<file path="src/rtl/pc_sequencer_if.sv">
// Fetch-side bus of the PC sequencer: redirect controls in, PC/EPC/RAS status out.
// master = pipeline control driving redirects; slave = pc_sequencer.
interface pc_sequencer_if;
  logic        stall_i;
  logic        branch_taken_i;
  logic [15:0] branch_offset_i;
  logic        jump_i;
  logic [25:0] jump_field_i;
  logic        jr_i;
  logic [31:0] jr_target_i;
  logic        link_i;
  logic        ret_i;
  logic        exc_i;
  logic [31:0] pc_o;
  logic [31:0] pc_plus4_o;
  logic [31:0] epc_o;
  logic        misalign_o;
  logic        ras_hit_o;
  logic        ras_miss_o;
  logic        ras_empty_o;

  modport master (
    output stall_i, branch_taken_i, branch_offset_i,
    output jump_i, jump_field_i, jr_i, jr_target_i,
    output link_i, ret_i, exc_i,
    input  pc_o, pc_plus4_o, epc_o, misalign_o,
    input  ras_hit_o, ras_miss_o, ras_empty_o
  );

  modport slave (
    input  stall_i, branch_taken_i, branch_offset_i,
    input  jump_i, jump_field_i, jr_i, jr_target_i,
    input  link_i, ret_i, exc_i,
    output pc_o, pc_plus4_o, epc_o, misalign_o,
    output ras_hit_o, ras_miss_o, ras_empty_o
  );
endinterface

</file>
<file path="src/rtl/pc_sequencer.sv">
// PC register + next-PC select (exc > jr > j > branch > seq), EPC, misalign pulse.
// Ports: clk, rst_n (async low), bus (pc_sequencer_if.slave). Macro PC_SEQ_RAS_EN adds RAS.
module pc_sequencer #(
  parameter logic [31:0] RESET_VECTOR = 32'h0000_0000,
  parameter logic [31:0] EXC_VECTOR   = 32'h8000_0180,
  parameter int          RAS_DEPTH    = 4
) (
  input  logic           clk,
  input  logic           rst_n,
  pc_sequencer_if.slave  bus
);

  logic [31:0] pc_q, pc_d;
  logic [31:0] epc_q, epc_d;
  logic        mis_q, mis_d;
  logic [31:0] pc_plus4;
  logic [31:0] br_tgt;
  logic [31:0] j_tgt;
  logic        adv, jr_ok;
  logic        sel_exc, sel_hold, sel_jr;
  logic        sel_j, sel_br, sel_seq;
  logic        ras_push, ras_pop;

  assign pc_plus4 = pc_q + 32'd4;
  assign br_tgt   = pc_plus4 +
    {{14{bus.branch_offset_i[15]}},
     bus.branch_offset_i, 2'b00};
  assign j_tgt    = {pc_plus4[31:28],
                     bus.jump_field_i, 2'b00};
  assign jr_ok    = bus.jr_target_i[1:0] == 2'b00;

  // One-hot source select; priority is
  // folded in here so the decoder is exclusive.
  assign adv      = !bus.exc_i && !bus.stall_i;
  assign sel_exc  = bus.exc_i;
  assign sel_hold = !bus.exc_i && bus.stall_i;
  assign sel_jr   = adv && bus.jr_i;
  assign sel_j    = adv && !bus.jr_i && bus.jump_i;
  assign sel_br   = adv && !bus.jr_i && !bus.jump_i
                    && bus.branch_taken_i;
  assign sel_seq  = adv && !bus.jr_i && !bus.jump_i
                    && !bus.branch_taken_i;

  assign ras_push = sel_j && bus.link_i;
  assign ras_pop  = sel_jr && jr_ok && bus.ret_i;

  always_comb begin
    pc_d  = pc_q;
    epc_d = epc_q;
    mis_d = 1'b0;
    unique case (1'b1)
      sel_exc: begin
        pc_d  = EXC_VECTOR;
        epc_d = pc_q;
      end
      sel_hold: pc_d = pc_q;
      sel_jr: begin
        if (jr_ok) begin
          pc_d = bus.jr_target_i;
        end else begin
          pc_d  = EXC_VECTOR;
          epc_d = pc_q;
          mis_d = 1'b1;
        end
      end
      sel_j:   pc_d = j_tgt;
      sel_br:  pc_d = br_tgt;
      sel_seq: pc_d = pc_plus4;
      default: pc_d = pc_q;
    endcase
  end

  always_ff @(posedge clk or negedge rst_n) begin
    if (!rst_n) begin
      pc_q  <= RESET_VECTOR;
      epc_q <= '0;
      mis_q <= 1'b0;
    end else begin
      pc_q  <= pc_d;
      epc_q <= epc_d;
      mis_q <= mis_d;
    end
  end

  assign bus.pc_o       = pc_q;
  assign bus.pc_plus4_o = pc_plus4;
  assign bus.epc_o      = epc_q;
  assign bus.misalign_o = mis_q;

`ifdef PC_SEQ_RAS_EN
  localparam int PW = $clog2(RAS_DEPTH);
  localparam logic [PW:0] FULL = (PW+1)'(RAS_DEPTH);

  logic [31:0]   ras_q [RAS_DEPTH];
  logic [PW-1:0] ptr_q;
  logic [PW-1:0] top;
  logic [PW:0]   cnt_q;
  logic          hit_q, miss_q;

  // ptr_q is the next write slot; when full
  // it also addresses the oldest entry.
  assign top = ptr_q - 1'b1;

  always_ff @(posedge clk or negedge rst_n) begin
    if (!rst_n) begin
      for (int i = 0; i < RAS_DEPTH; i++)
        ras_q[i] <= '0;
      ptr_q  <= '0;
      cnt_q  <= '0;
      hit_q  <= 1'b0;
      miss_q <= 1'b0;
    end else begin
      hit_q  <= 1'b0;
      miss_q <= 1'b0;
      if (ras_push) begin
        ras_q[ptr_q] <= pc_plus4;
        ptr_q        <= ptr_q + 1'b1;
        if (cnt_q != FULL)
          cnt_q <= cnt_q + 1'b1;
      end else if (ras_pop) begin
        if (cnt_q == '0) begin
          miss_q <= 1'b1;
        end else begin
          hit_q  <= ras_q[top] == bus.jr_target_i;
          miss_q <= ras_q[top] != bus.jr_target_i;
          ptr_q  <= top;
          cnt_q  <= cnt_q - 1'b1;
        end
      end
    end
  end

  assign bus.ras_hit_o   = hit_q;
  assign bus.ras_miss_o  = miss_q;
  assign bus.ras_empty_o = cnt_q == '0;
`else
  logic unused_ras;
  assign unused_ras      = ^{ras_push, ras_pop};
  assign bus.ras_hit_o   = 1'b0;
  assign bus.ras_miss_o  = 1'b0;
  assign bus.ras_empty_o = 1'b1;
`endif

endmodule

</file>
<file path="src/flat_wrapper.sv">
// flat-port wrapper written by rule: the top's interface ports become plain ports
module pc_sequencer_flat 
#(
  parameter logic [31:0] RESET_VECTOR = 32'h0000_0000,
  parameter logic [31:0] EXC_VECTOR   = 32'h8000_0180,
  parameter int          RAS_DEPTH    = 4
)
  (clk, rst_n, bus_stall_i, bus_branch_taken_i, bus_branch_offset_i, bus_jump_i, bus_jump_field_i, bus_jr_i, bus_jr_target_i, bus_link_i, bus_ret_i, bus_exc_i, bus_pc_o, bus_pc_plus4_o, bus_epc_o, bus_misalign_o, bus_ras_hit_o, bus_ras_miss_o, bus_ras_empty_o);
  pc_sequencer_if bus_i ();
  input  logic clk;
  input  logic rst_n;
  input wire logic [$bits(bus_i.stall_i)-1:0] bus_stall_i;
  input wire logic [$bits(bus_i.branch_taken_i)-1:0] bus_branch_taken_i;
  input wire logic [$bits(bus_i.branch_offset_i)-1:0] bus_branch_offset_i;
  input wire logic [$bits(bus_i.jump_i)-1:0] bus_jump_i;
  input wire logic [$bits(bus_i.jump_field_i)-1:0] bus_jump_field_i;
  input wire logic [$bits(bus_i.jr_i)-1:0] bus_jr_i;
  input wire logic [$bits(bus_i.jr_target_i)-1:0] bus_jr_target_i;
  input wire logic [$bits(bus_i.link_i)-1:0] bus_link_i;
  input wire logic [$bits(bus_i.ret_i)-1:0] bus_ret_i;
  input wire logic [$bits(bus_i.exc_i)-1:0] bus_exc_i;
  output wire logic [$bits(bus_i.pc_o)-1:0] bus_pc_o;
  output wire logic [$bits(bus_i.pc_plus4_o)-1:0] bus_pc_plus4_o;
  output wire logic [$bits(bus_i.epc_o)-1:0] bus_epc_o;
  output wire logic [$bits(bus_i.misalign_o)-1:0] bus_misalign_o;
  output wire logic [$bits(bus_i.ras_hit_o)-1:0] bus_ras_hit_o;
  output wire logic [$bits(bus_i.ras_miss_o)-1:0] bus_ras_miss_o;
  output wire logic [$bits(bus_i.ras_empty_o)-1:0] bus_ras_empty_o;
  assign bus_i.stall_i = bus_stall_i;
  assign bus_i.branch_taken_i = bus_branch_taken_i;
  assign bus_i.branch_offset_i = bus_branch_offset_i;
  assign bus_i.jump_i = bus_jump_i;
  assign bus_i.jump_field_i = bus_jump_field_i;
  assign bus_i.jr_i = bus_jr_i;
  assign bus_i.jr_target_i = bus_jr_target_i;
  assign bus_i.link_i = bus_link_i;
  assign bus_i.ret_i = bus_ret_i;
  assign bus_i.exc_i = bus_exc_i;
  assign bus_pc_o = bus_i.pc_o;
  assign bus_pc_plus4_o = bus_i.pc_plus4_o;
  assign bus_epc_o = bus_i.epc_o;
  assign bus_misalign_o = bus_i.misalign_o;
  assign bus_ras_hit_o = bus_i.ras_hit_o;
  assign bus_ras_miss_o = bus_i.ras_miss_o;
  assign bus_ras_empty_o = bus_i.ras_empty_o;
  pc_sequencer #(.RESET_VECTOR(RESET_VECTOR), .EXC_VECTOR(EXC_VECTOR), .RAS_DEPTH(RAS_DEPTH)) u_core (.clk(clk), .rst_n(rst_n), .bus(bus_i));
endmodule
</file>
<file path="config.mk">
export PLATFORM = sky130hd
export DESIGN_NAME = pc_sequencer_flat
export DESIGN_NICKNAME = d
export VERILOG_FILES = /design/src/rtl/pc_sequencer_if.sv /design/src/rtl/pc_sequencer.sv /design/src/flat_wrapper.sv
export SDC_FILE = /design/constraint.sdc
export NUM_CORES = 1
export LEC_CHECK = 0
export CAP_MARGIN = 25
export CORE_ASPECT_RATIO = 0.9
export CORE_UTILIZATION = 35
export CTS_CLUSTER_DIAMETER = 60
export DETAILED_ROUTE_END_ITERATION = 12
export PLACE_DENSITY_LB_ADDON = 0.1
export SYNTH_ARGS = -nofsm -noshare
export SYNTH_HDL_FRONTEND = slang
export SYNTH_SLANG_ARGS = --single-unit
</file>
<file path="constraint.sdc">
create_clock -name clk -period 4.45 [get_ports clk]
set_input_delay 0.89 -clock clk [delete_from_list [all_inputs] [get_ports clk]]
set_output_delay 0.89 -clock clk [all_outputs]
set_load 0.005 [all_outputs]
</file>
# After elaboration in Yosys (flattened, before gate mapping)
# Cells that the tools add are included.
# word_totals
reg_bits,65
latch_bits,0
ramBits,0
mem_bits_ro,0
n_memories,0
# classes
n_addsub,2
mul,0
div,0
order_cmp,0
eq_ne,1
shift,0
mux,6
bitwise,0
reduce_logical,16
# op_table
op,n
$pmux 32 s5,1
$mux 32,2
$pmux 32 s2,1
$add 32x3->32 const B,1
$add 32x32->32,1
$logic_and 1x1->1,7
$logic_not 1->1,5
$reduce_bool 5->1,1
$logic_not 2->1,1
$mux 1,2
$ne 2x2->1 const B,1
$reduce_and 2->1,1
$reduce_bool 2->1,1

# Logic depth before layout (Yosys ltp)
# Gate-level depths: netlist of run 1.
# logic_depth
depth_word,6
ltp_mapped,16
depth_no_buf,15

# Least setup slack after synthesis of run 1
# OpenSTA, ideal clock, no wires.
# synth_path
path_kind,flip-flop to flip-flop
startpoint,"reg u_core.pc_q[8], in the netlist u_core.bus.pc_o[8]"
endpoint,"reg u_core.pc_q[31], in the netlist u_core.bus.pc_o[31]"
setup_ps,126
t_arrival_ps,3167
required_time_ps,4324
slack_ps,1157
path_stages_with_launch,16
period_less_slack_ps,3293
cell_sequence,dfrtp_1 > buf_4 > and4_2 > and4_1 > nand4_1 > nor2_1 > nand3_1 > xnor2_1 > ha_1 > a21oi_1 > o21bai_1 > a21o_1 > or2_2 > o211ai_1 > nor4b_1 > nand2_1
# synth_via
elab_chain_len,3
# synth_lines
element,line,text
"start, declared",pc_sequencer.sv:13,"logic [31:0] pc_q, pc_d;"
"start signal, assigned",pc_sequencer.sv:79,pc_q <= pc_d;
$add 32x3->32,pc_sequencer.sv:24,assign pc_plus4 = pc_q + 32'd4;
named net bus_pc_plus4_o[24],flat_wrapper.sv:23,output wire logic [$bits(bus_i.pc_plus4_o)-1:0] bus_pc_plus4_o;
$add 32x32->32,pc_sequencer.sv:25,assign br_tgt = pc_plus4 +
$pmux 32 s5,pc_sequencer.sv:51,unique case (1'b1)
# The timed path passes the listed nets, and every way through them passes these cells.
# A chain may end at the register's enable or synchronous reset.

# Final worst setup path of run 1
# layout_path
startpoint,"reg u_core.pc_q[2], in the netlist u_core.bus.pc_o[2]"
endpoint,"reg u_core.pc_q[25], in the netlist u_core.bus.pc_o[25]"
# layout_via
elab_chain_len,3
# layout_lines
element,line
$add 32x3->32 (*),pc_sequencer.sv:24
$add 32x32->32,pc_sequencer.sv:25
$pmux 32 s5 (*),pc_sequencer.sv:51
# Mark *: on every way between the ends. The rest lies on a longest branch, timed or not.

==> results.md, run 1 <==
* Slowest cell on the critical path: dfrtp_1
* Worst Reg-to-Reg Cells at 15
* Synth Area in Adders at 9.26%
* Fmax at roughly 260 MHz
* Die ar. at around 15000 sq um
* Maximum VDD drop at between 0.15 and 0.2 mV
* Pwr Density at 259 nW/um^2
* Synth Area in Simple Gates at about 18%
* Post-synth ARST share at 100%
* Post-CTS setup buffers at 0
* Cell Rows at 41
* Gates resized, CTS repair at 0
* Hold_buf cts at 0
* Setup TNS at 0 ns
* Fin. Hold Viols at 0
* Area of the multi-input gates at about 3400 sq um
* # setup viols final at 0
* Seq. cell area at ~1600 sq um
* Share of cells above drive strength 1 at just under 10%
* Die width at 131 microns
* Total track usage at approximately 24%
* Clk sinks at 65
* Commonest cells after routing, fill and taps aside: 176 x clkdlybuf4s50_1, 65 x dfrtp_1, 60 x nand2_1
* Worst-path maximum fanout at 7
* Post-Syn Instances at around 570
* Drc violations at 0
* Hold Path Cell Cnt at 2
* Worst endpoint required time at roughly 4.7 ns
* Final WS setup at about 0.54 ns
* CP cell instances: ha_1 > and2_1 > and3_1 > and2_1 > nand2_1 > xnor2_1 > ha_1 > a21oi_1 > o21ai_0 > a21oi_1 > nor2b_1 > a41o_1 > o31ai_4 > xnor2_1 > o211ai_2
* Top delay family on crit path: compound AO/OA/AOI/OAI gates
* Worst-Skew Late Latency at 0.34 ns
* Final non-filler cell total at 940
* Worst slew margin at about two fifths
* Setup crit start kind: flop
* Total wire length at about 18000 microns
* Area Overhead vs Synth at 44.1%
* Arr. time, crit path at between 4 and 5 ns
* CTS tree: done
* Hold Path Class: reg -> reg
* Final Max Tran Viols at 0
* CP max stage delay at between 0.4 and 0.5 ns
* Clock group share of total power at 37.0%
* Switch Pwr at 0.000589 W
* Initial core utilization at between 30% and 40%
* Post-DRT Antenna Nets at 0
* Top FF cell, synth: dfrtp_1
* GP Congestion at about 0.9
* Largest net degree at the start of global routing at 36
* Netlist cell types at 64
* Switching share of power at 30.3%
* Reg power frac at between 30% and 40%
* R2R Setup Slk at 0.54 ns
* Post-synth EDFFs at 0
* Design area at about 7500 sq um
* Post-synthesis mux area share at 6.24%
* Minimum clock period at roughly 3.9 ns
* Top-level I/O count at 183
* Layout fillers at around 1300
* Synthesized cell area at roughly 5200 sq um
* Die height at around 120 microns
* Outcome: finished clean
* Fin nets at 863
* Hold endpoint: u_core.bus.epc_o[30]
* XOR/XNOR share of the synthesized area at 9.36%
* Clk buf depth at 2
* Clk slew on worst S/H paths at around 0.06 ns
* Gr ovfl total at 0
* Most common cell after layout, fill and taps aside: clkdlybuf4s50_1
* Vias/cell at around 5.6
* Slew at the pin with the worst max-slew slack at around 0.90 ns
* Critical Path End Type: flop
* Number of buffers created by CTS at 9
* Post-synthesis sequential area ratio at about 31%
* Leakage at about 3.2 nW
* Period utilisation layout at between 80 and 90%
* Synth Area in Compound Gates at 22.4%
* First-pass GRT wire length at around 29000 microns
* Crit Path Class: reg -> reg
* Inst Count DP at 923
* Area after DPL at between 7000 and 8000 sq um
* Number of global-route vias before repair at approximately 5200
* Pre-CTS setup slack at 0.626 ns
* Total of max-cap violations at 0
* Worst hold start: u_core.bus.epc_o[30]
* Mapped Avg Cell Area at around 9.2 sq um
* Total Power at between 0.0015 and 0.002 W
* Core area at ~14000 sq um
* Setup Skew at between 0.006 and 0.007 ns
* Iteration-0 DRC Markers at about 410
* Initial antenna violation count at 0
* Synth warn at 0
* Setup repair after global routing missed its margin: no
* Port bufs at ~180
* Root Driver: clkbuf_16
* Cell-internal power at around 0.0014 W
* Combinational Power Share at 28.5%
* Dpl hpwl at 14100 microns
* H-tree Lvls at 3
* Vias at between 5000 and 6000
* FF-to-FF Start: u_core.bus.pc_o[2]
* # diodes at 0
* Worst path bufs/invs at 0
* DRT Pass-1 Iters at 5
* Wire length per cell at about 20 microns
* R2R Path End: u_core.bus.pc_o[25]
* Largest family of logic cells by synthesized area: compound AO/OA/AOI/OAI gates
* Post-synthesis sequential element count at between 60 and 70
-- metrics by stage --
step | hold WS (ns) | util [%]
after floorplan | 0.473 | -
after global placement | 0.468 | 50.4
after detailed placement | 0.487 | 50.4
after CTS | 0.500 | 52.5
after global routing | 0.515 | 52.7
final | 0.493 | 52.7
-- worst max path at each step --
stage                     endpoint  cells past startpoint  slack (ns)                    from
6_report       u_core.bus.pc_o[25]                     15        0.54      u_core.bus.pc_o[2]
3_5_place_dp   u_core.bus.pc_o[28]                     11        0.63  bus_branch_offset_i[0]
2_1_floorplan  u_core.bus.pc_o[31]                     15        1.16      u_core.bus.pc_o[8]
5_1_grt        u_core.bus.pc_o[31]                     14         0.1      u_core.bus.pc_o[2]
3_3_place_gp   u_core.bus.pc_o[31]                     14        0.61      u_core.bus.pc_o[3]
4_1_cts         bus_pc_plus4_o[28]                      8        0.57      u_core.bus.pc_o[2]
-- flip-flops by register name, indices dropped and copies added, names as in the netlist --
| signal | count |
|---|---|
| u_core.bus.pc_o | 32 |
| u_core.bus.misalign_o | 1 |
| u_core.bus.epc_o | 32 |
-- logic make-up (layout without fill, tap and decap cells) --
family	after synthesis	after routing
adders and majority gates	38	38
muxes	29	29
buffers and inverters	45	222
other	2	3
AOI/OAI and AO/OA	162	162
xor gates and xnor gates	54	54
and+or+nand+nor	174	174
DFF	65	65
-- cell type report --
cell class / count / share of cell area, %
Multi-Input combinational cell: 460 / 45.2
Timing Repair Buffer: 192 / 25.3
Sequential cell: 65 / 21.6
Tap cell: 193 / 3.21
Clock buffer: 9 / 3.00
Clock inverter: 7 / 0.932
Inverter: 14 / 0.699
-- synth_stat cells, types with 3 or more instances --
library cell / n / area [sq um]
dfrtp_1: 65 / 1630
nand2_1: 60 / 225
ha_1: 37 / 463
a21oi_1: 36 / 180
xnor2_1: 33 / 289
mux2_2: 28 / 315
o21ai_0: 26 / 130
a222oi_1: 24 / 240
nor2_1: 22 / 82.6
clkbuf_1: 20 / 75.1
o211ai_1: 20 / 150
xor2_1: 20 / 175
nand3_1: 17 / 85.1
nand4_1: 15 / 93.8
inv_1: 14 / 52.6
a21o_1: 11 / 82.6
and2_1: 9 / 56.3
and3_1: 9 / 56.3
and4_1: 7 / 61.3
nor2b_1: 7 / 43.8
a22oi_1: 6 / 45.0
buf_4: 6 / 45.0
nand2b_1: 5 / 31.3
nor4_1: 5 / 31.3
a211o_1: 4 / 35.0
a31oi_1: 4 / 25.0
buf_2: 4 / 20.0
nor3_1: 4 / 20.0
o21a_1: 4 / 30.0
o21bai_1: 4 / 30.0
o2111ai_1: 3 / 26.3
-- power groups by stage --
stage               Sequential (W)  Combinational, W  Clock, W
floorplan                 0.000672          0.000274         0
global placement          0.000680          0.000543         0
detailed placement        0.000682          0.000547         0
CTS                       0.000671          0.000552  0.000735
global route              0.000676          0.000603  0.000754
finish                    0.000671          0.000556  0.000721
-- worst min-delay path, delay by kind of cell (launching register included) --
family	cells	cell delay, ns
flops	1	0.35
compound gates	1	0.06
simple gates	1	0.05
-- metal layers --
| metal | routed length, microns | vias up | global-route usage, % | part of all wire (%) |
|---|---|---|---|---|
| li1 | - | 2499 | - | - |
| met1 | 8190 | 2567 | 32.9 | 44 |
| met2 | 8640 | 217 | 39.1 | 47 |
| met3 | 1420 | 23 | 4.27 | 7.7 |
| met4 | 218 | 0 | 6.18 | 1.2 |
| met5 | 0 | - | 0 | 0 |
No activity file was read; power rests on OpenSTA's default activity.
==> inputs of run 2 (changes only) <==
--- a/config.mk
+++ b/config.mk
@@ -5,12 +5,13 @@
 export SDC_FILE = /design/constraint.sdc
 export NUM_CORES = 1
 export LEC_CHECK = 0
-export CAP_MARGIN = 25
+export CAP_MARGIN = 20
 export CORE_ASPECT_RATIO = 0.9
 export CORE_UTILIZATION = 35
 export CTS_CLUSTER_DIAMETER = 60
 export DETAILED_ROUTE_END_ITERATION = 12
 export PLACE_DENSITY_LB_ADDON = 0.1
+export SETUP_SLACK_MARGIN = 0.5
 export SYNTH_ARGS = -nofsm -noshare
 export SYNTH_HDL_FRONTEND = slang
 export SYNTH_SLANG_ARGS = --single-unit
==> run 2 against run 1 <==
Clock power is essentially flat. Register-to-register slack gained 0.15 ns. Core utilization grew 0.28 points. Sequential share of layout area shrank 0.11 points. Non-clock buffer count shrank 1. Sequential power is essentially flat. Via count grew 0.87%. First-iteration DRC count shrank 4.6%. Flip-flop and latch count is the same. Largest cell class unchanged.
==> results.md, run 2 (synthesized netlist as in run 1, its figures left out) <==
* Outcome: finished clean (unchanged)
* Vias/cell at 5.70 (was 5.64)
* Port bufs at 177 (unchanged)
* Initial antenna violation count at 0 (unchanged)
* Worst slew margin at 30.4% (was 39.1%)
* Slew at the pin with the worst max-slew slack at 1.04 ns (was 0.905 ns)
* Worst-path maximum fanout at 7 (unchanged)
* Final Max Tran Viols at 0 (unchanged)
* Top-level I/O count at 183 (unchanged)
* Dpl hpwl at 14100 microns (unchanged)
* Cell Rows at 41 (unchanged)
* Period utilisation layout at 86.7% (was 87.9%)
* CTS tree: done (unchanged)
* Most common cell after layout, fill and taps aside: clkdlybuf4s50_1 (unchanged)
* Clk buf depth at 2 (unchanged)
* Share of cells above drive strength 1 at 11.7% (was 9.91%)
* DRT Pass-1 Iters at 6 (was 5)
* Worst path bufs/invs at 2 (was 0)
* Largest net degree at the start of global routing at 36 (unchanged)
* Area Overhead vs Synth at 44.9% (was 44.1%)
* Total track usage at 24.2% (unchanged)
* Slowest cell on the critical path: clkdlybuf4s50_1 (was dfrtp_1)
* Total wire length at 18600 microns (was 18500 microns)
* Die width at 131 microns (unchanged)
* Setup repair after global routing missed its margin: yes (was no)
* Gr ovfl total at 0 (unchanged)
* Critical Path End Type: output pin (was flop)
* Vias at 5352 (was 5306)
* # diodes at 0 (unchanged)
* Maximum VDD drop at 0.177 mV (was 0.175 mV)
* Setup TNS at 0 ns (unchanged)
* Layout fillers at 1304 (was 1320)
* Die height at 118 microns (unchanged)
* Iteration-0 DRC Markers at 390 (was 409)
* GP Congestion at 0.903 (unchanged)
* Clk sinks at 65 (unchanged)
* Setup crit start kind: flop (unchanged)
* Minimum clock period at 3.86 ns (was 3.91 ns)
* Number of global-route vias before repair at 5239 (unchanged)
* Commonest cells after routing, fill and taps aside: 176 x clkdlybuf4s50_1, 65 x dfrtp_1, 60 x nand2_1 (unchanged)
* H-tree Lvls at 3 (unchanged)
* Number of buffers created by CTS at 9 (unchanged)
* Arr. time, crit path at 2.97 ns (was 4.12 ns)
* Leakage at 3.24 nW (was 3.21 nW)
* Clk slew on worst S/H paths at 0.06 ns (about the same)
* Die ar. at 15400 sq um (unchanged)
* Drc violations at 0 (unchanged)
* CP cell instances: and4_2 > and4_1 > nand4_1 > nor2_2 > buf_4 > xor2_1 > clkdlybuf4s50_1 (was ha_1 > and2_1 > and3_1 > and2_1 > nand2_1 > xnor2_1 > ha_1 > a21oi_1 > o21ai_0 > a21oi_1 > nor2b_1 > a41o_1 > o31ai_4 > xnor2_1 > o211ai_2)
* Root Driver: clkbuf_16 (unchanged)
* Fmax at 259 MHz (was 256 MHz)
* Post-DRT Antenna Nets at 0 (unchanged)
* Hold_buf cts at 0 (unchanged)
* Worst endpoint required time at 3.56 ns (was 4.66 ns)
* # setup viols final at 0 (unchanged)
* CP max stage delay at 0.59 ns (was 0.47 ns)
* Design area at 7560 sq um (was 7520 sq um)
* First-pass GRT wire length at 28600 microns (unchanged)
* Fin. Hold Viols at 0 (unchanged)
* Initial core utilization at 36.6% (unchanged)
* Top delay family on crit path: simple AND/OR/NAND/NOR gates (was compound AO/OA/AOI/OAI gates)
* Wire length per cell at 19.8 microns (was 19.6 microns)
* Area after DPL at 7190 sq um (unchanged)
* Pwr Density at 258 nW/um^2 (was 259 nW/um^2)
* Hold Path Class: reg -> reg (unchanged)
* Setup Skew at 0.00517 ns (was 0.00657 ns)
* Crit Path Class: reg -> out (was reg -> reg)
* Core area at 14300 sq um (unchanged)
* Fin nets at 862 (was 863)
* Worst-Skew Late Latency at 0.34 ns (about the same)
* Total of max-cap violations at 0 (unchanged)
[run 2: changes by cell type in the layout (fill, tap and decap cells not counted), moves of 2 or more]
cell,delta
xnor2_1,-5
a21oi_1,-2
xnor2_2,+5
a21oi_2,+2
nor2_2,+2
nor2_1,-2
[run 2: path summary, 6_finish.rpt]
kind	depth (start not counted)	slack [ns]	from	to
max reg2reg	14	0.69	u_core.bus.pc_o[4]	u_core.bus.pc_o[25]
min reg2reg	2	0.49	u_core.bus.epc_o[30]	u_core.bus.epc_o[30]
max	7	0.59	u_core.bus.pc_o[9]	bus_pc_plus4_o[22]
max in group asynchronous	2	2.85	rst_n	u_core.bus.pc_o[4]
min in group asynchronous	1	0.61	rst_n	u_core.bus.epc_o[10]
min	2	0.49	u_core.bus.epc_o[30]	u_core.bus.epc_o[30]
[run 2: through the flow]
step | total power (W) | worst slack, ns | hold slack (ns) | utilization, % | instances
after floorplan | 0.000946 | 1.16 | 0.473 | - | 570
after global placement | 0.00122 | 0.612 | 0.468 | 50.4 | 923
after detailed placement | 0.00123 | 0.626 | 0.487 | 50.4 | 923
after CTS | 0.00196 | 0.567 | 0.500 | 52.5 | 939
after global routing | 0.00203 | 0.479 | 0.515 | 53.0 | 939
final | 0.00195 | 0.591 | 0.491 | 53.0 | 939
[run 2: worst register-to-register path, delay by kind of cell, from the launching register on]
kind                       cells  cell delay, ns
xor gates and xnor gates       2            0.44
buffers and inverters          1            0.17
adders and majority gates      1            0.34
and+or+nand+nor                4            0.89
DFF                            1            0.46
AOI/OAI and AO/OA              6            1.34
[run 2: area by class of cell]
| type | instances | area (sq um) | share of cell area, % |
|---|---|---|---|
| inverter | 14 | 52.6 | 0.695 |
| sequential | 65 | 1630 | 21.5 |
| timing repair buffer | 191 | 1870 | 24.8 |
| clock inverter | 7 | 70.1 | 0.927 |
| multi-input combinational | 460 | 3470 | 45.9 |
| tap | 193 | 241 | 3.20 |
| clock buffer | 9 | 225 | 2.98 |
[run 2: what timing repair did]
action                                  4_1_cts  5_1_grt
gates resized for setup                       0       15
buffers inserted                              0        0
endpoints found under the setup margin        0       15
[run 2: report_power, final]
group / leakage (nW) / internal (W) / switching (W)
registers: 0.866 / 0.000628 / 0.0000442
clock network: 0.146 / 0.000434 / 0.000290
logic: 2.23 / 0.000296 / 0.000260
[run 2: routing by layer]
layer  vias to the layer above  GRT usage [%]  wire length (microns)  share of wire [%]
met5                         -              0                      0                  0
met4                         0           6.18                    201                1.1
met2                       224           39.1                   8830                 47
met1                      2606           32.9                   8260                 44
met3                        19           4.27                   1310                7.0
li1                       2503              -                      -                  -
==> inputs of run 3 (changes only) <==
--- a/config.mk
+++ b/config.mk
@@ -5,11 +5,14 @@
 export SDC_FILE = /design/constraint.sdc
 export NUM_CORES = 1
 export LEC_CHECK = 0
+export ABC_CLOCK_PERIOD_IN_PS = 4450
 export CAP_MARGIN = 20
 export CORE_ASPECT_RATIO = 0.9
 export CORE_UTILIZATION = 35
 export CTS_CLUSTER_DIAMETER = 60
 export DETAILED_ROUTE_END_ITERATION = 12
+export GPL_ROUTABILITY_DRIVEN = 0
+export GPL_TIMING_DRIVEN = 0
 export PLACE_DENSITY_LB_ADDON = 0.1
 export SETUP_SLACK_MARGIN = 0.5
 export SYNTH_ARGS = -nofsm -noshare
==> run 3 against run 2 <==
Total power grew 5.8%. Clock-buffer cell count grew 2. First-iteration DRC count decreased by 1.0%. Flip-flop and latch count unchanged. Sequential power about the same. Routed wire length increased by 2.5%. Final cell count increased by 1.9%. Non-clock buffer count increased by 18. Combinational power rose by 1%. Worst hold slack lost 0.025 ns. Via count down 0.43%. Global-route usage up 0.78 points. Critical endpoint is now bus_pc_plus4_o[25].
==> results.md, run 3 (synthesized netlist as in run 1, its figures left out) <==
* Die width at 131 microns (unchanged)
* Pwr Density at 269 nW/um^2 (was 258 nW/um^2)
* Seq. cell area at 1630 sq um (about the same)
* Cell Rows at 41 (unchanged)
* Total of max-cap violations at 0 (unchanged)
* Hold Path Class: in -> async (was reg -> reg)
* Final WS setup at 0.621 ns (was 0.591 ns)
* WHS at 0.466 ns (was 0.491 ns)
* DRT Pass-1 Iters at 8 (was 6)
* Wire length per cell at 19.9 microns (was 19.8 microns)
* Drc violations at 0 (unchanged)
* Iteration-0 DRC Markers at 386 (was 390)
* # setup viols final at 0 (unchanged)
* Die ar. at 15400 sq um (unchanged)
* Period utilisation layout at 86.0% (was 86.7%)
* Total track usage at 24.9% (was 24.2%)
* Area Overhead vs Synth at 47.3% (was 44.9%)
* Worst-path maximum fanout at 7 (unchanged)
* Fin nets at 880 (was 862)
* Fmax at 261 MHz (was 259 MHz)
* Setup repair after global routing missed its margin: yes (unchanged)
* Worst-Skew Late Latency at 0.34 ns (about the same)
* Total wire length at 19100 microns (was 18600 microns)
* Outcome: finished clean (unchanged)
* Gr ovfl total at 0 (unchanged)
* Final Max Tran Viols at 0 (unchanged)
* Dpl hpwl at 14800 microns (was 14100 microns)
* Root Driver: clkbuf_16 (unchanged)
* Number of global-route vias before repair at 5227 (was 5239)
* Most common cell after layout, fill and taps aside: clkdlybuf4s50_1 (unchanged)
* Commonest cells after routing, fill and taps aside: 174 x clkdlybuf4s50_1, 64 x dfrtp_1, 60 x nand2_1 (was 176 x clkdlybuf4s50_1, 65 x dfrtp_1, 60 x nand2_1)
* Port bufs at 176 (was 177)
* First-pass GRT wire length at 29100 microns (was 28600 microns)
* Critical Path End Type: output pin (unchanged)
* Minimum clock period at 3.83 ns (was 3.86 ns)
* CTS tree: done (unchanged)
* Vias/cell at 5.57 (was 5.70)
* Clk buf depth at 2 (unchanged)
* Initial core utilization at 36.6% (unchanged)
* Fin. Hold Viols at 0 (unchanged)
* Top-level I/O count at 183 (unchanged)
* Post-DRT Antenna Nets at 0 (unchanged)
* Slew at the pin with the worst max-slew slack at 0.889 ns (was 1.04 ns)
* Layout fillers at 1322 (was 1304)
* Clk slew on worst S/H paths at 0.06 ns (about the same)
* Core area at 14300 sq um (unchanged)
* Vias at 5329 (was 5352)
* Die height at 118 microns (unchanged)
* Number of buffers created by CTS at 9 (unchanged)
* Setup Skew at 0.00765 ns (was 0.00517 ns)
* Leakage at 3.30 nW (was 3.24 nW)
* Initial antenna violation count at 0 (unchanged)
* Share of cells above drive strength 1 at 10.7% (was 11.7%)
* Worst slew margin at 40.5% (was 30.4%)
* Maximum VDD drop at 0.174 mV (was 0.177 mV)
* Pre-CTS setup slack at 0.330 ns (was 0.626 ns)
* # diodes at 0 (unchanged)
* Worst endpoint required time at 3.56 ns (about the same)
* Total Power at 0.00207 W (was 0.00195 W)
* Crit Path Class: reg -> out (unchanged)
* H-tree Lvls at 3 (unchanged)
* Arr. time, crit path at 2.94 ns (was 2.97 ns)
* Clk sinks at 65 (unchanged)
* Largest net degree at the start of global routing at 43 (was 36)
* Setup TNS at 0 ns (unchanged)
* Area of the multi-input gates at 3470 sq um (about the same)
* Setup crit start kind: flop (unchanged)
run 3: changes by cell type in the layout (fill, tap and decap cells not counted), sizes merged, moves of 2 or more:
cell,before,now
bufinv,1,3
clkinv,4,2
clkdlybuf4s50,176,174
clkbuf,9,31
run 3: power by group:
part,total [W],switching [W],internal [W]
Clock,0.000831,0.000283,0.000548
Sequential,0.000670,0.0000423,0.000628
Combinational,0.000564,0.000266,0.000298
run 3: critical path, stage by stage (launching register included):
cell and delay (ns):
dfrtp_1 0.50, and4_2 0.34, and3_4 0.24, nand2_1 0.17, nor2_1 0.26, and4_1 0.24, xor2_1 0.27, clkdlybuf4s50_1 0.56
run 3: area by class of cell:
class,instances,share of cell area [%]
Inverter,14,0.684
Multi-Input combinational cell,460,45.2
Clock inverter,5,1.35
Tap cell,193,3.14
Clock buffer,11,3.03
Timing Repair Buffer,178,23.4
Buffer,31,1.97
Sequential cell,65,21.2
run 3: layer usage:
layer	global-route usage (%)	vias up	wire length (microns)
met5	0	-	0
met1	34.8	2579	8750
met2	39.2	204	8730
met3	4.32	16	1340
met4	6.82	0	258
li1	-	2530	-
run 3: timing repair:
item	in CTS	in global routing
pin swaps	0	1
endpoints found under the setup margin	3	15
setup buffers	0	1
cloned	0	0
hold buffers	0	0
gates resized for setup	2	17
run 3: final timing paths:
path                                     startpoint             endpoint  slack (ns)  cells after the start
worst min-delay path                          rst_n  u_core.bus.epc_o[8]        0.47                      1
min in group clk                u_core.bus.epc_o[2]  u_core.bus.epc_o[2]        0.48                      2
worst min register to register  u_core.bus.epc_o[2]  u_core.bus.epc_o[2]        0.48                      2
worst max register to register   u_core.bus.pc_o[9]  u_core.bus.pc_o[31]        0.69                     14
max in group asynchronous                     rst_n   u_core.bus.pc_o[3]        3.42                      2
worst max-delay path             u_core.bus.pc_o[9]   bus_pc_plus4_o[25]        0.62                      7
run 3: stage by stage:
step           cells  utilization, %  instance area (sq um)
3_5_place_dp     940            50.8                   7250
2_1_floorplan    570               -                   5220
3_3_place_gp     939            50.6                   7220
5_1_grt          957            53.9                   7680
6_report         957            53.9                   7680
4_1_cts          956            53.2                   7590
